File: src/rtl/eth_frame_reader.sv
// eth_frame_reader
//   Pulls one frame at a time out of an external length FIFO / data FIFO pair
//   and replays it as a valid/ready byte stream.
//   Frames whose length is outside [MIN_LEN, MAX_LEN] are read out and
//   discarded. Length reads that never complete are abandoned after
//   LEN_TIMEOUT cycles. Both of these cases count as drops.
//
// Ports
//   i_sys_clk, i_rstn        clock, synchronous active-low reset
//   i_len_fifo_*             length FIFO status and read data (r_done qualifies data)
//   o_len_fifo_r_en/_r_line  one-line length read request
//   i_data_fifo_*            data FIFO status and read data (valid one cycle after a request)
//   o_data_fifo_r_en/_r_stop read window for the current frame and per-cycle request gate
//   o_data_fifo_r_line       length of the current frame, in lines
//   o_frame_*/i_frame_ready  output byte stream with sof/eof markers
//   o_frame_err              one-cycle pulse per dropped frame
//   o_frame_cnt/o_drop_cnt   wrapping counts of delivered and dropped frames
//   o_busy                   high whenever the reader is not idle
module eth_frame_reader #(
    parameter int DATA_WIDTH  = 8,
    parameter int LEN_WIDTH   = 11,
    parameter int MIN_LEN     = 64,
    parameter int MAX_LEN     = 1518,
    parameter int DATA_DEPTH  = 12144,
    parameter int LEN_DEPTH   = 190,
    parameter int LEN_TIMEOUT = 255,
    localparam int DL = $clog2(DATA_DEPTH),
    localparam int LL = $clog2(LEN_DEPTH)
) (
    input  logic                  i_sys_clk,
    input  logic                  i_rstn,
    input  logic                  i_len_fifo_empty,
    input  logic                  i_len_fifo_r_done,
    input  logic [LEN_WIDTH-1:0]  i_len_fifo_data,
    output logic                  o_len_fifo_r_en,
    output logic [LL-1:0]         o_len_fifo_r_line,
    input  logic                  i_data_fifo_empty,
    input  logic [DATA_WIDTH-1:0] i_data_fifo_data,
    output logic                  o_data_fifo_r_en,
    output logic                  o_data_fifo_r_stop,
    output logic [DL-1:0]         o_data_fifo_r_line,
    output logic [DATA_WIDTH-1:0] o_frame_data,
    output logic                  o_frame_valid,
    output logic                  o_frame_sof,
    output logic                  o_frame_eof,
    input  logic                  i_frame_ready,
    output logic                  o_frame_err,
    output logic [15:0]           o_frame_cnt,
    output logic [15:0]           o_drop_cnt,
    output logic                  o_busy
);
    localparam int TW = $clog2(LEN_TIMEOUT + 1);

    typedef enum logic [2:0] {IDLE, LEN_REQ, LEN_WAIT, CHECK, DATA, DROP} state_t;

    state_t                state_q, state_d;
    logic [LEN_WIDTH-1:0]  len_q, len_d;
    logic [LEN_WIDTH-1:0]  rem_req_q, rem_req_d;
    logic [LEN_WIDTH-1:0]  rem_out_q, rem_out_d;
    logic [TW-1:0]         tmo_q, tmo_d;
    logic                  inflight_q, inflight_d;
    logic [1:0]            occ_q, occ_d;
    logic [DATA_WIDTH-1:0] buf0_q, buf0_d;
    logic [DATA_WIDTH-1:0] buf1_q, buf1_d;
    logic                  err_q, err_d;
    logic [15:0]           frame_cnt_q, frame_cnt_d;
    logic [15:0]           drop_cnt_q, drop_cnt_d;

    logic                  rd_phase;
    logic                  pop;
    logic                  push;
    logic                  stop;
    logic                  issue;
    logic [2:0]            fill;

    // Request gating. fill is the skid occupancy once the line already in
    // flight has landed and this cycle's pop has left; a new request would
    // land on top of that, so it is only allowed while fill is below 2.
    // Outside DATA/DROP there is no read window, so stop is held low.
    always_comb begin
        rd_phase = (state_q == DATA) || (state_q == DROP);
        pop      = (state_q == DATA) && (occ_q != 2'd0) && i_frame_ready;
        push     = (state_q == DATA) && inflight_q;
        fill     = {1'b0, occ_q} + {2'b00, inflight_q} - {2'b00, pop};
        stop     = rd_phase && ((rem_req_q == '0) || i_data_fifo_empty ||
                                ((state_q == DATA) && (fill >= 3'd2)));
        issue    = rd_phase && !stop;
    end

    // Next-state, frame bookkeeping and skid buffer update.
    // In DROP, rem_out counts returned lines rather than transferred bytes,
    // so the frame ends exactly when the last requested line comes back.
    always_comb begin
        state_d     = state_q;
        len_d       = len_q;
        rem_req_d   = rem_req_q;
        rem_out_d   = rem_out_q;
        tmo_d       = tmo_q;
        inflight_d  = issue;
        occ_d       = occ_q;
        buf0_d      = buf0_q;
        buf1_d      = buf1_q;
        err_d       = 1'b0;
        frame_cnt_d = frame_cnt_q;
        drop_cnt_d  = drop_cnt_q;

        if (issue) begin
            rem_req_d = rem_req_q - LEN_WIDTH'(1);
        end
        if (pop) begin
            rem_out_d = rem_out_q - LEN_WIDTH'(1);
        end
        if ((state_q == DROP) && inflight_q && (rem_out_q != '0)) begin
            rem_out_d = rem_out_q - LEN_WIDTH'(1);
        end

        case (state_q)
            IDLE: begin
                if (!i_len_fifo_empty) begin
                    state_d = LEN_REQ;
                end
            end
            LEN_REQ: begin
                tmo_d   = '0;
                state_d = LEN_WAIT;
            end
            LEN_WAIT: begin
                if (i_len_fifo_r_done) begin
                    len_d   = i_len_fifo_data;
                    state_d = CHECK;
                end else if (tmo_q == TW'(LEN_TIMEOUT - 1)) begin
                    err_d      = 1'b1;
                    drop_cnt_d = drop_cnt_q + 16'd1;
                    state_d    = IDLE;
                end else begin
                    tmo_d = tmo_q + TW'(1);
                end
            end
            CHECK: begin
                rem_req_d = len_q;
                rem_out_d = len_q;
                if ((len_q >= LEN_WIDTH'(MIN_LEN)) && (len_q <= LEN_WIDTH'(MAX_LEN))) begin
                    state_d = DATA;
                end else begin
                    state_d = DROP;
                end
            end
            DATA: begin
                if (pop && (rem_out_q == LEN_WIDTH'(1))) begin
                    frame_cnt_d = frame_cnt_q + 16'd1;
                    state_d     = IDLE;
                end
            end
            DROP: begin
                // A zero-length frame has nothing to read back, so it ends at once.
                if ((rem_out_q == '0) || (inflight_q && (rem_out_q == LEN_WIDTH'(1)))) begin
                    err_d      = 1'b1;
                    drop_cnt_d = drop_cnt_q + 16'd1;
                    state_d    = IDLE;
                end
            end
            default: begin
                state_d = IDLE;
            end
        endcase

        // Two-entry skid buffer; buf0 is always the oldest entry.
        case ({push, pop})
            2'b10: begin
                if (occ_q == 2'd0) begin
                    buf0_d = i_data_fifo_data;
                end else begin
                    buf1_d = i_data_fifo_data;
                end
                occ_d = occ_q + 2'd1;
            end
            2'b01: begin
                buf0_d = buf1_q;
                occ_d  = occ_q - 2'd1;
            end
            2'b11: begin
                if (occ_q == 2'd1) begin
                    buf0_d = i_data_fifo_data;
                end else begin
                    buf0_d = buf1_q;
                    buf1_d = i_data_fifo_data;
                end
            end
            default: begin
            end
        endcase
    end

    always_ff @(posedge i_sys_clk) begin
        if (!i_rstn) begin
            state_q     <= IDLE;
            len_q       <= '0;
            rem_req_q   <= '0;
            rem_out_q   <= '0;
            tmo_q       <= '0;
            inflight_q  <= 1'b0;
            occ_q       <= 2'd0;
            buf0_q      <= '0;
            buf1_q      <= '0;
            err_q       <= 1'b0;
            frame_cnt_q <= 16'd0;
            drop_cnt_q  <= 16'd0;
        end else begin
            state_q     <= state_d;
            len_q       <= len_d;
            rem_req_q   <= rem_req_d;
            rem_out_q   <= rem_out_d;
            tmo_q       <= tmo_d;
            inflight_q  <= inflight_d;
            occ_q       <= occ_d;
            buf0_q      <= buf0_d;
            buf1_q      <= buf1_d;
            err_q       <= err_d;
            frame_cnt_q <= frame_cnt_d;
            drop_cnt_q  <= drop_cnt_d;
        end
    end

    // sof/eof are derived from the transfer countdown, which only moves on a
    // transfer, so they stay stable while the consumer stalls.
    always_comb begin
        o_len_fifo_r_en    = (state_q == LEN_REQ);
        o_len_fifo_r_line  = (state_q == LEN_REQ) ? LL'(1) : '0;
        o_data_fifo_r_en   = rd_phase;
        o_data_fifo_r_stop = stop;
        o_data_fifo_r_line = rd_phase ? DL'(len_q) : '0;
        o_frame_valid      = (occ_q != 2'd0);
        o_frame_data       = buf0_q;
        o_frame_sof        = o_frame_valid && (rem_out_q == len_q);
        o_frame_eof        = o_frame_valid && (rem_out_q == LEN_WIDTH'(1));
        o_frame_err        = err_q;
        o_frame_cnt        = frame_cnt_q;
        o_drop_cnt         = drop_cnt_q;
        o_busy             = (state_q != IDLE);
    end

endmodule

File: config.mk
export PLATFORM = sky130hd
export DESIGN_NAME = eth_frame_reader
export DESIGN_NICKNAME = d
export VERILOG_FILES = /design/src/rtl/eth_frame_reader.sv
export SDC_FILE = /design/constraint.sdc
export NUM_CORES = 1
export LEC_CHECK = 0
export ABC_AREA = 1
export BUFFER_PORTS_ARGS = -buffer_cell sky130_fd_sc_hd__buf_2
export CAP_MARGIN = 20
export CORE_ASPECT_RATIO = 1.2
export CORE_MARGIN = 4
export CORE_UTILIZATION = 39
export DETAILED_ROUTE_END_ITERATION = 10
export GPL_ROUTABILITY_DRIVEN = 0
export PLACE_DENSITY = 0.6
export SYNTH_ARGS = -nofsm -noshare
export SYNTH_HDL_FRONTEND = slang
export SYNTH_SLANG_ARGS = --single-unit
File: constraint.sdc
create_clock -name i_sys_clk -period 5.6 [get_ports i_sys_clk]
set_clock_uncertainty 0.1 [all_clocks]
set_input_delay 0 -clock i_sys_clk [delete_from_list [all_inputs] [get_ports i_sys_clk]]
set_output_delay 0 -clock i_sys_clk [all_outputs]
set_load 0.02 [all_outputs]
* Yosys cells after proc, flatten, opt, wreduce, memory -nomap -nowiden *
Cells that the tools add are included.

operators by class
  add/sub/neg operators = 9
  $lt $le $gt $ge = 3
  eq/ne operators = 22
  multiplexer cells = 32
  reduce and logical (&&, ||, !) cells = 39

operators with widths
  operator                                                                               count
  11-bit two-way mux                                                                     6
  16-bit two-way mux                                                                     3
  8-bit two-way mux                                                                      6
  16-bit by 1-bit adder with 16-bit output (second input constant)                       2
  16-bit one-hot mux with 2 select lines                                                 1
  8-bit one-hot mux with 2 select lines                                                  2
  8-bit one-hot mux with 3 select lines                                                  1
  11-bit zero test                                                                       2
  11-bit by 1-bit subtractor with 11-bit output (second input constant)                  2
  3-bit one-hot mux with 6 select lines                                                  1
  3-bit two-way mux                                                                      5
  2-bit inequality test (second input constant)                                          7
  1-bit logical AND                                                                      13
  2-bit nonzero test                                                                     6
  11-bit by 1-bit == test with 1-bit output (second input constant)                      1
  11-bit == test                                                                         1
  11-bit by 7-bit greater-or-equal comparator with 1-bit output (second input constant)  1
  11-bit <= comparator (second input constant)                                           1
  11-bit nonzero test                                                                    1
  3-bit nonzero test                                                                     3
  8-bit by 1-bit adder with 8-bit output (second input constant)                         1
  8-bit == test (second input constant)                                                  1
  4-bit AND reduction                                                                    2
  3-bit by 2-bit == test with 1-bit output (second input constant)                       2
  other kinds (20)                                                                       34

word-level totals
  flip-flop bits (word level) = 96
  input port bits = 25
  output and inout bits = 70

* Longest topological paths before layout *
Gate-level depths: netlist (run 1).

  word-level depth = 12
  depth in mapped cells = 17
  mapped depth without buffers = 17

* Worst setup path after synthesis (run 1) *
Ideal clock, no wire load.

  path kind = reg2reg
  start point = register occ_q[1]
  end point = register rem_req_q[8]
  library setup time = 0.071 ns
  data arrival time = 2.568 ns
  path slack = 2.862 ns
  cell stages (with the launch flop) = 17
  buffers on the path = 1
  cell sequence = dfxtp_1 > inv_1 > ha_1 > inv_1 > nand2_1 > nor2_4 > ha_1 > nor2_1 > fa_1 > inv_1 > nand3_1 > nand2_1 > nand4_1 > nand2_1 > buf_4 > nand2_1 > a21oi_1

on the way
  longest elaborated chain between the ends = 11

ends and longest elaborated chain
  element                                                       line  RTL
  from (decl)                                                   62    logic [1:0] occ_q, occ_d;
  from (signal assigned)                                        202   occ_q <= 2'd0;
  from (signal assigned)                                        215   occ_q <= occ_d;
  2-bit nonzero test                                            n/a
  named net o_frame_valid                                       43    output logic o_frame_valid,
  1-bit logical AND (2 in series)                               82    pop = (state_q == DATA) && (occ_q != 2'd0) && i_frame_ready;
  3-bit by 1-bit subtractor with 3-bit output                   84    fill = {1'b0, occ_q} + {2'b00, inflight_q} - {2'b00, pop};
  3-bit by 2-bit greater-or-equal comparator with 1-bit output  86    ((state_q == DATA) && (fill >= 3'd2)));
  1-bit logical AND                                             86
  1-bit logical OR                                              85    stop = rd_phase && ((rem_req_q == '0) || i_data_fifo_empty ||
  1-bit logical AND                                             85
  1-bit zero test                                               87    issue = rd_phase && !stop;
  1-bit logical AND                                             87
  2-bit nonzero test (no line)                                  n/a
  to (signal assigned)                                          211   rem_req_q <= rem_req_d;
  to (decl)                                                     58    logic [LEN_WIDTH-1:0] rem_req_q, rem_req_d;

The timed path passes the listed nets, and every way through them passes these cells.
A chain may end at the register's enable or synchronous reset.

* Worst setup path after layout (run 1) *
  start point = register occ_q[1]
  end point = register rem_req_q[10]

on the way
  longest elaborated chain between the ends = 11

ends and longest elaborated chain
  element                                                                                         line
  parallel branches: the longest is 3 deep, another holds 2-bit by 1-bit adder with 3-bit output  n/a
  3-bit by 1-bit subtractor with 3-bit output (*)                                                 84
  3-bit by 2-bit greater-or-equal comparator with 1-bit output (*)                                86
  1-bit logical AND (*)                                                                           86
  1-bit logical OR (*)                                                                            85
  1-bit logical AND (*)                                                                           85
  1-bit zero test (*)                                                                             87
  1-bit logical AND (*)                                                                           87
  2-bit nonzero test (no line) (*)                                                                n/a

Every way passes the cells marked *.

==> results.ini, run 1 <==
[outcome]
status=completed

[cts]
cts_root_buf=clkbuf_16
cts-resized-gates=0
htree_levels=3
insertion_delay_ps=350
post-cts-setup-buffer-count=0
cts_made_buffers=9
clockBufferDepth=2
clk_pin_slew_ps=60
cts_tree=built
cts.sinks=96

[drt]
route.met3.wl_um=699
vias=5638
drt_iter0_drc=351
routed_wl_um=15400
first_pass_iters=5
final_antenna_net_count=0
route.detailed.drc=0
wire_per_inst_um=13.7
dr_wl_met2_um=7100
top_layer=met5
routed_via_density=5.00
drt-met1-wl_um=7300

[critical_path]
cp_top_family=simple AND/OR/NAND/NOR gates
cp.arrival_ps=3620
critPathKind=flop to flop
path_cells=inv_1 -> ha_1 -> inv_1 -> nand2_1 -> nor2_4 -> ha_1 -> nor2_1 -> fa_1 -> inv_1 -> nand3_1 -> nand2_1 -> nand4_1 -> nand2_1 -> nor2_1 -> nor2_1 -> nor2_1
cp-end-kind=flop
cpMostUsedCell=nor2_1
critPathRequiredTime_ps=5710
worstSetupStartpointType=flop
critPathMaxStageDelay_ps=500
worst-path-buf-inv=3
cp_slowest_cell=nand2_1
worst-path-max-fanout=12

[global_route]
gr-usage-all-layers=0.187
grt_pass1_wl_um=25800
grt-ovfl-total=0
grt_pass1_vias=5279
antenna_found_initial=1
grt_max_degree=43

[synthesis]
synth.yosys.seq_area_share=0.340
yosys.area_share.simple=0.287
synth_xor_area_frac=0.0496
yosysWarnings=0
synth-adder-area-share=0.0346
synthCells=863
synth_cell_type_count=39
ys_ff_latch=96
synth_top_family_by_area=simple AND/OR/NAND/NOR gates
mappedNetlistArea_um2=5650
synth_compound_area_frac=0.170
synthMuxAreaShare=0
syn-mean-instance-area_um2=6.54

[timing]
slew-limit-headroom=0.359
rsz0062_at_grt=no
finalMaxSlewViolations=0
period_share=0.625
setup_viol=0
hold_slack_ps=72.7
fin_setup_tns_ps=0
min_period_ps=3500
worst_slew_pin_slew_ps=951
setup_ws_ps=2100
max_clock_freq_ghz=0.286
hold_viol=0

[pwr]
power_w=0.00223
power_density_nw_per_um2=334
ir_drop_uv=144
leakage_nw=2.87

[place]
place_inst=1090
pre_cts_ws_ps=2130
dp_hpwl_um=11200
place.port_buffers=84

[die]
die-area_um2=16500
rows=47
io_pins=95
coreArea_um2=14000
die_w_um=118
dieHeight_um=140
initial_core_util=0.403

[worst_hold_path]
hold_path.class=input port to flop

[final_layout]
syn2layout_area_growth_pct=18.1
antenna_cells=0
fin_cells=1127
nNetsFinal=991
drive_above_1_share=0.129

[job]
cap_violations=0

[state kept, by name (all words and copies together) (netlist names)]
signal / count
buf1_q: 8
inflight_q: 1
len_q: 11
o_drop_cnt: 16
o_frame_cnt: 16
o_frame_data: 8
o_frame_err: 1
occ_q: 2
rem_out_q: 11
rem_req_q: 11
state_q: 3
tmo_q: 8
[placed cells by master (no fill, tap or decap), types with 2 or more instances in the layout]
cell type	count
nand3b_1	2
inv_2	5
clkinv_1	2
ha_1	14
nor3_1	14
xnor2_1	11
o21ai_1	8
xor2_1	21
o21ai_0	79
nor2_1	105
nand2_1	169
conb_1	10
nor2_4	3
bufinv_16	3
inv_1	113
a21boi_0	2
dfxtp_1	96
clkbuf_16	9
buf_2	84
nor2_2	3
clkbuf_8	2
nand3_1	65
a21oi_1	83
nand3_2	3
nand4_1	7
dlygate4sd3_1	21
nand2_2	4
o22ai_1	4
[power breakdown]
part	internal (W)	switching [W]
combinational	0.000243	0.000451
clock	0.000460	0.000267
sequential	0.000738	0.0000677
[stage by stage]
stage          utilization  area [um2]
5_1_grt              0.476        6670
4_1_cts              0.476        6670
3_3_place_gp         0.436        6100
2_1_floorplan            -        5680
6_report             0.476        6670
3_5_place_dp         0.436        6100
[worst reg2reg max path, stage by stage (launching register included)]
cell	delay, ps
dfxtp_1	320
inv_1	110
ha_1	250
inv_1	100
nand2_1	90
nor2_4	200
ha_1	260
nor2_1	140
fa_1	420
inv_1	60
nand3_1	90
nand2_1	90
nand4_1	420
nand2_1	500
nor2_1	70
nor2_1	100
nor2_1	40
[cells by family after synthesis]
kind of cell             Yosys count
AND/OR/NAND/NOR                  378
AO/OA/AOI/OAI                    183
buffers and inverters            158
flip-flops                        96
XOR/XNOR                          32
adder cells (fa/ha/maj)           15
other                              1
[worst paths after layout]
kind | from | cells past startpoint | endpoint | slack [ps]
hold reg to reg | buf1_q[1] | 2 | buf1_q[1] | 360
hold / removal | i_len_fifo_empty | 6 | state_q[0] | 70
setup reg to reg | occ_q[1] | 16 | rem_req_q[10] | 2100
setup / recovery | occ_q[1] | 16 | rem_req_q[10] | 2100
[routing by layer]
layer  up-vias  global-route usage
met5         -                   0
met4         2              0.0586
met3        24              0.0353
met2       107               0.299
met1      2579               0.256
li1       2926                   -
[final cells by class]
class	count	area, um2
Sequential cell	96	1920
Timing Repair Buffer	106	638
Multi-Input combinational cell	618	3090
Fill cell	1488	7330
Clock buffer	11	253
Inverter	120	450
Clock inverter	5	103
Tap cell	171	214
[what timing repair did]
item | CTS | global route
endpoints found under the hold margin | 29 | 0
hold buffers | 21 | 0
setup endpoints to repair | 0 | 0
[cells in the mapped netlist (all sizes together)]
cell type	instances	area, um2
buf	21	155
o22ai	4	25.0
a211oi	2	20.0
xnor2	11	96.3
o2111ai	1	8.76
a31oi	1	6.26
o221ai	1	8.76
and2	1	6.26
inv	118	443
nand3	68	355
xor2	21	184
a21oi	84	432
nand4	7	43.8
nor2	111	447
clkbuf	17	63.8
clkinv	2	7.51
nand3b	2	15.0
ha	14	175
o21ai	87	435
nor3	15	80.1
conb	1	3.75
fa	1	20.0
nand2	174	671
a21boi	2	15.0
a21o	1	7.51
dfxtp	96	1920
Note: power is estimated with default switching activity, not from simulation.
==> inputs of run 2 (changes only) <==
==> constraint.sdc (replaced) <==
create_clock -name i_sys_clk -period 3.3 [get_ports i_sys_clk]
set_clock_uncertainty 0.1 [all_clocks]
set_input_delay 0 -clock i_sys_clk [delete_from_list [all_inputs] [get_ports i_sys_clk]]
set_output_delay 0 -clock i_sys_clk [all_outputs]
set_load 0.02 [all_outputs]
==> results.ini, run 2 (synthesized netlist as in run 1, its figures left out) <==
[die]
dieHeight_um=140  ; unchanged
io_pins=95  ; unchanged
initial_core_util=0.403  ; unchanged
die_w_um=118  ; unchanged
die-area_um2=16500  ; unchanged
coreArea_um2=14000  ; unchanged
rows=47  ; unchanged

[timing]
setup_viol=0  ; unchanged
rsz0062_at_grt=no  ; unchanged
slew-limit-headroom=0.555  ; was 0.359
hold_viol=0  ; unchanged
fin_setup_tns_ps=0  ; unchanged
max_clock_freq_ghz=0.335  ; was 0.286 GHz
setup_ws_ps=315  ; was 2100 ps
worst_slew_pin_slew_ps=663  ; was 951 ps
finalMaxSlewViolations=0  ; unchanged
period_share=0.904  ; was 0.625
min_period_ps=2980  ; was 3500 ps

[cts]
cts-resized-gates=0  ; unchanged
cts_made_buffers=9  ; unchanged
htree_levels=3  ; unchanged
cts.sinks=96  ; unchanged
post-cts-setup-buffer-count=0  ; unchanged
clk_pin_slew_ps=70  ; was 60 ps
ctsHoldBuffers=21  ; unchanged
cts_tree=built  ; unchanged
clockBufferDepth=2  ; unchanged
insertion_delay_ps=350  ; about the same
cts_root_buf=clkbuf_16  ; unchanged

[drt]
routed_wl_um=15400  ; about the same
route.detailed.drc=0  ; unchanged
drt_iter0_drc=359  ; was 351
wire_per_inst_um=13.6  ; was 13.7 um
routed_via_density=4.98  ; was 5.00
vias=5635  ; was 5638
first_pass_iters=5  ; unchanged
final_antenna_net_count=0  ; unchanged

[critical_path]
worstSetupStartpointType=flop  ; unchanged
cp_slowest_cell=fa_1  ; was nand2_1
critPathRequiredTime_ps=3430  ; was 5710 ps
cp-end-kind=flop  ; unchanged
path_cells=inv_1 -> ha_1 -> inv_1 -> nand2_1 -> nor2_4 -> ha_1 -> nor2_1 -> fa_1 -> inv_1 -> nand3_1 -> nand2_1 -> nand4_1 -> nand2_1 -> nor2_1 -> nor2_1 -> nor2_1  ; unchanged
cp.arrival_ps=3110  ; was 3620 ps
critPathMaxStageDelay_ps=420  ; was 500 ps
cpMostUsedCell=nor2_1  ; unchanged
worst-path-max-fanout=11  ; was 12
critPathKind=flop to flop  ; unchanged
reg2regPathDepth=16  ; unchanged

[pwr]
power_density_nw_per_um2=556  ; was 334 nW/um2
power.internal_w=0.00234  ; was 0.00144 W
ir_drop_uv=235  ; was 144 uV
leakage_nw=2.87  ; about the same
p_sw_frac=0.370  ; was 0.353
p_clk_frac=0.313  ; was 0.326
pwr-share-seq=0.368  ; was 0.362
power_w=0.00371  ; was 0.00223 W
combPwrFrac=0.319  ; was 0.312
p_sw_w=0.00137  ; was 0.000786 W

[final_layout]
nNetsFinal=995  ; was 991
layout_common_cells=nand2_1, inv_1, nor2_1, dfxtp_1, buf_2  ; unchanged
drive_above_1_share=0.132  ; was 0.129
syn2layout_area_growth_pct=18.2  ; was 18.1%
antenna_cells=0  ; unchanged
layout_commonest_cell=nand2_1  ; unchanged

[outcome]
status=completed  ; unchanged

[global_route]
grt_pass1_vias=5434  ; was 5279
gr-usage-all-layers=0.191  ; was 0.187
grt_max_degree=42  ; was 43
antenna_found_initial=0  ; was 1
grt_pass1_wl_um=26500  ; was 25800 um
grt-ovfl-total=0  ; unchanged

[job]
cap_violations=0  ; unchanged

[place]
place.port_buffers=84  ; unchanged
pre_cts_ws_ps=343  ; was 2130 ps
dp_hpwl_um=11300  ; was 11200 um

[worst_hold_path]
holdPathStages=6  ; unchanged
hold_path.class=input port to flop  ; unchanged

==> run 2: final cells by class <==
| cell class | instances | area, um2 |
|---|---|---|
| Sequential cell | 96 | 1920 |
| Clock buffer | 9 | 225 |
| Fill cell | 1477 | 7320 |
| Timing Repair Buffer | 110 | 668 |
| Tap cell | 171 | 214 |
| Inverter | 120 | 450 |
| Clock inverter | 7 | 105 |
| Multi-Input combinational cell | 618 | 3090 |
==> run 2: final timing paths <==
path / startpoint / endpoint / slack (ps)
setup / recovery: occ_q[1] / rem_req_q[10] / 320
hold / removal: i_len_fifo_empty / state_q[0] / 60
setup reg to reg: occ_q[1] / rem_req_q[10] / 320
hold reg to reg: buf1_q[0] / buf1_q[0] / 350
==> run 2: power groups by stage <==
stage	Clock (W)	Combinational (W)	Sequential, W
floorplan	0	0.000929	0.00136
global placement	0	0.00116	0.00139
detailed placement	0	0.00116	0.00139
CTS	0.00119	0.00118	0.00136
global route	0.00125	0.00138	0.00138
finish	0.00116	0.00118	0.00137
==> run 2: per-stage QoR <==
| stage | hold slack (ps) | cell area (um2) | std cells | util |
|---|---|---|---|---|
| after detailed placement | 193 | 6130 | 1094 | 0.438 |
| after global placement | 183 | 6130 | 1094 | 0.438 |
| after floorplan | 68.2 | 5680 | 872 | - |
| final | 61.6 | 6670 | 1131 | 0.477 |
| after CTS | 39.3 | 6670 | 1131 | 0.477 |
| after global routing | 123 | 6670 | 1131 | 0.477 |
==> run 2: per-layer routing <==
metal	global-route usage	routed length, um
met5	0	0
met3	0.0357	668
met2	0.316	7150
met4	0.0580	222
met1	0.255	7390
==> run 2: worst max-delay path: cells and delay by family (launching register included) <==
kind          cells  cell delay [ps]
simple gates     10             1250
buf+inv           3              270
fa+ha+maj         3              920
flops             1              330
==> inputs of run 3 (changes only) <==
--- a/config.mk
+++ b/config.mk
@@ -10,10 +10,10 @@
 export CAP_MARGIN = 20
 export CORE_ASPECT_RATIO = 1.2
 export CORE_MARGIN = 4
-export CORE_UTILIZATION = 39
+export CORE_UTILIZATION = 45
 export DETAILED_ROUTE_END_ITERATION = 10
 export GPL_ROUTABILITY_DRIVEN = 0
-export PLACE_DENSITY = 0.6
+export PLACE_DENSITY = 0.67
 export SYNTH_ARGS = -nofsm -noshare
 export SYNTH_HDL_FRONTEND = slang
 export SYNTH_SLANG_ARGS = --single-unit
==> results.ini, run 3 (synthesized netlist as in run 1, its figures left out) <==
[timing]
min_period_ps=2920  ; was 2980 ps
finalMaxSlewViolations=0  ; unchanged
slew-limit-headroom=0.496  ; was 0.555
hold_viol=0  ; unchanged
period_share=0.886  ; was 0.904
setup_viol=0  ; unchanged
fin_setup_tns_ps=0  ; unchanged
rsz0062_at_grt=no  ; unchanged
hold_slack_ps=28.4  ; was 61.6 ps
max_clock_freq_ghz=0.342  ; was 0.335 GHz
worst_slew_pin_slew_ps=755  ; was 663 ps

[global_route]
grt.busiest_layer=met2  ; unchanged
grt-ovfl-total=0  ; unchanged
grt_max_degree=53  ; was 42
grt_pass1_vias=5173  ; was 5434
gr-usage-all-layers=0.212  ; was 0.191
grt_pass1_wl_um=24700  ; was 26500 um
grt.met1_usage=0.287  ; was 0.255
grtUsageMet3=0.0305  ; was 0.0357
grt_util_met2=0.342  ; was 0.316
antenna_found_initial=0  ; unchanged

[drt]
vias=5624  ; was 5635
drt_iter0_drc=359  ; unchanged
first_pass_iters=5  ; unchanged
wire_per_inst_um=13.3  ; was 13.6 um
route.detailed.drc=0  ; unchanged
routed_wl_um=14900  ; was 15400 um
routed_via_density=5.03  ; was 4.98
final_antenna_net_count=0  ; unchanged

[cts]
cts_root_buf=clkbuf_16  ; unchanged
cts_tree=built  ; unchanged
cts.sinks=96  ; unchanged
htree_levels=3  ; unchanged
clockBufferDepth=2  ; unchanged
post-cts-setup-buffer-count=0  ; unchanged
insertion_delay_ps=350  ; about the same
clk_pin_slew_ps=70  ; about the same
cts_made_buffers=9  ; unchanged

[worst_hold_path]
holdPathStages=6  ; unchanged
hold_path.class=input port to flop  ; unchanged
min_from=i_len_fifo_empty  ; unchanged

[pwr]
leakage_nw=2.84  ; was 2.87 nW
ir_drop_uv=273  ; was 235 uV
power_density_nw_per_um2=536  ; was 556 nW/um2

[critical_path]
r2r-start=occ_q[1]  ; unchanged
worst-path-max-fanout=8  ; was 11
startpoint=occ_q[1]  ; unchanged
worstSetupStartpointType=flop  ; unchanged
cp-end-kind=output pin  ; was flop
critPathKind=flop to output pin  ; was flop to flop
reg2regPathDepth=16  ; unchanged
cp.arrival_ps=2820  ; was 3110 ps
critPathRequiredTime_ps=3200  ; was 3430 ps

[outcome]
status=completed  ; unchanged

[die]
coreArea_um2=12200  ; was 14000 um2
initial_core_util=0.462  ; was 0.403
die_w_um=110  ; was 118 um
dieHeight_um=131  ; was 140 um
io_pins=95  ; unchanged
die-area_um2=14400  ; was 16500 um2
rows=44  ; was 47

[final_layout]
layout_common_cells=nand2_1, inv_1, nor2_1, dfxtp_1, buf_2  ; unchanged
layout_commonest_cell=nand2_1  ; unchanged
post-route-util=0.541  ; was 0.477
nNetsFinal=994  ; was 995
antenna_cells=0  ; unchanged
drive_above_1_share=0.130  ; was 0.132
syn2layout_area_growth_pct=17.0  ; was 18.2%

[place]
place.port_buffers=84  ; unchanged
dp_hpwl_um=10700  ; was 11300 um

[job]
cap_violations=0  ; unchanged

[run 3: changes by cell type in the layout (fill, tap and decap cells not counted)]
cell / before / now
clkinv_4: 3 / 0
bufinv_16: 2 / 0
clkbuf_8: 0 / 2
inv_6: 0 / 2
buf_4: 5 / 4
clkbuf_1: 0 / 1
inv_8: 1 / 0
nand2_1: 169 / 168
nand2_2: 4 / 5
[run 3: area by class of cell]
type	instances	area, um2
Sequential cell	96	1920
Fill cell	1257	5610
Tap cell	161	201
Inverter	120	450
Clock buffer	12	256
Multi-Input combinational cell	618	3090
Timing Repair Buffer	109	661
Clock inverter	3	25.0
[run 3: power breakdown]
group          leakage [nW]  total [W]  switching, W  internal (W)
clock                 0.136    0.00101      0.000457      0.000554
sequential            0.775    0.00137      0.000117       0.00125
combinational          1.93    0.00116      0.000752      0.000411
[run 3: metal layers]
layer | routed length, um | part of all wire
met5 | 0 | 0
met4 | 294 | 0.020
met3 | 650 | 0.044
met2 | 6940 | 0.46
met1 | 7050 | 0.47
[run 3: through the flow]
stage | worst slack, ps | area (um2) | power [W] | std cells
finish | 375 | 6610 | 0.00354 | 1119
global route | 105 | 6610 | 0.00379 | 1119
CTS | 282 | 6610 | 0.00355 | 1119
detailed placement | 302 | 6110 | 0.00252 | 1083
global placement | 365 | 6110 | 0.00252 | 1083
floorplan | 562 | 5680 | 0.00229 | 872
[run 3: worst max-delay path, cell delays in order (launching register included)]
cell	delay [ps]
dfxtp_1	330
inv_1	100
ha_1	240
inv_1	110
nand2_1	90
nor2_4	210
ha_1	260
nor2_1	140
fa_1	420
inv_1	60
nand3_1	90
nand2_1	90
nand3_1	90
nand2_1	70
inv_1	40
buf_2	150
[run 3: what timing repair did]
action	4_1_cts	5_1_grt
endpoints found under the setup margin	0	1
gates resized for setup	0	1
hold buffers	21	0
hold endpoints to repair	28	0
[run 3: final timing paths]
path	end	slack (ps)
worst max-delay path	o_data_fifo_r_stop	380
worst min-delay path	state_q[0]	30
worst max register to register	rem_req_q[10]	400
worst min register to register	buf1_q[2]	360
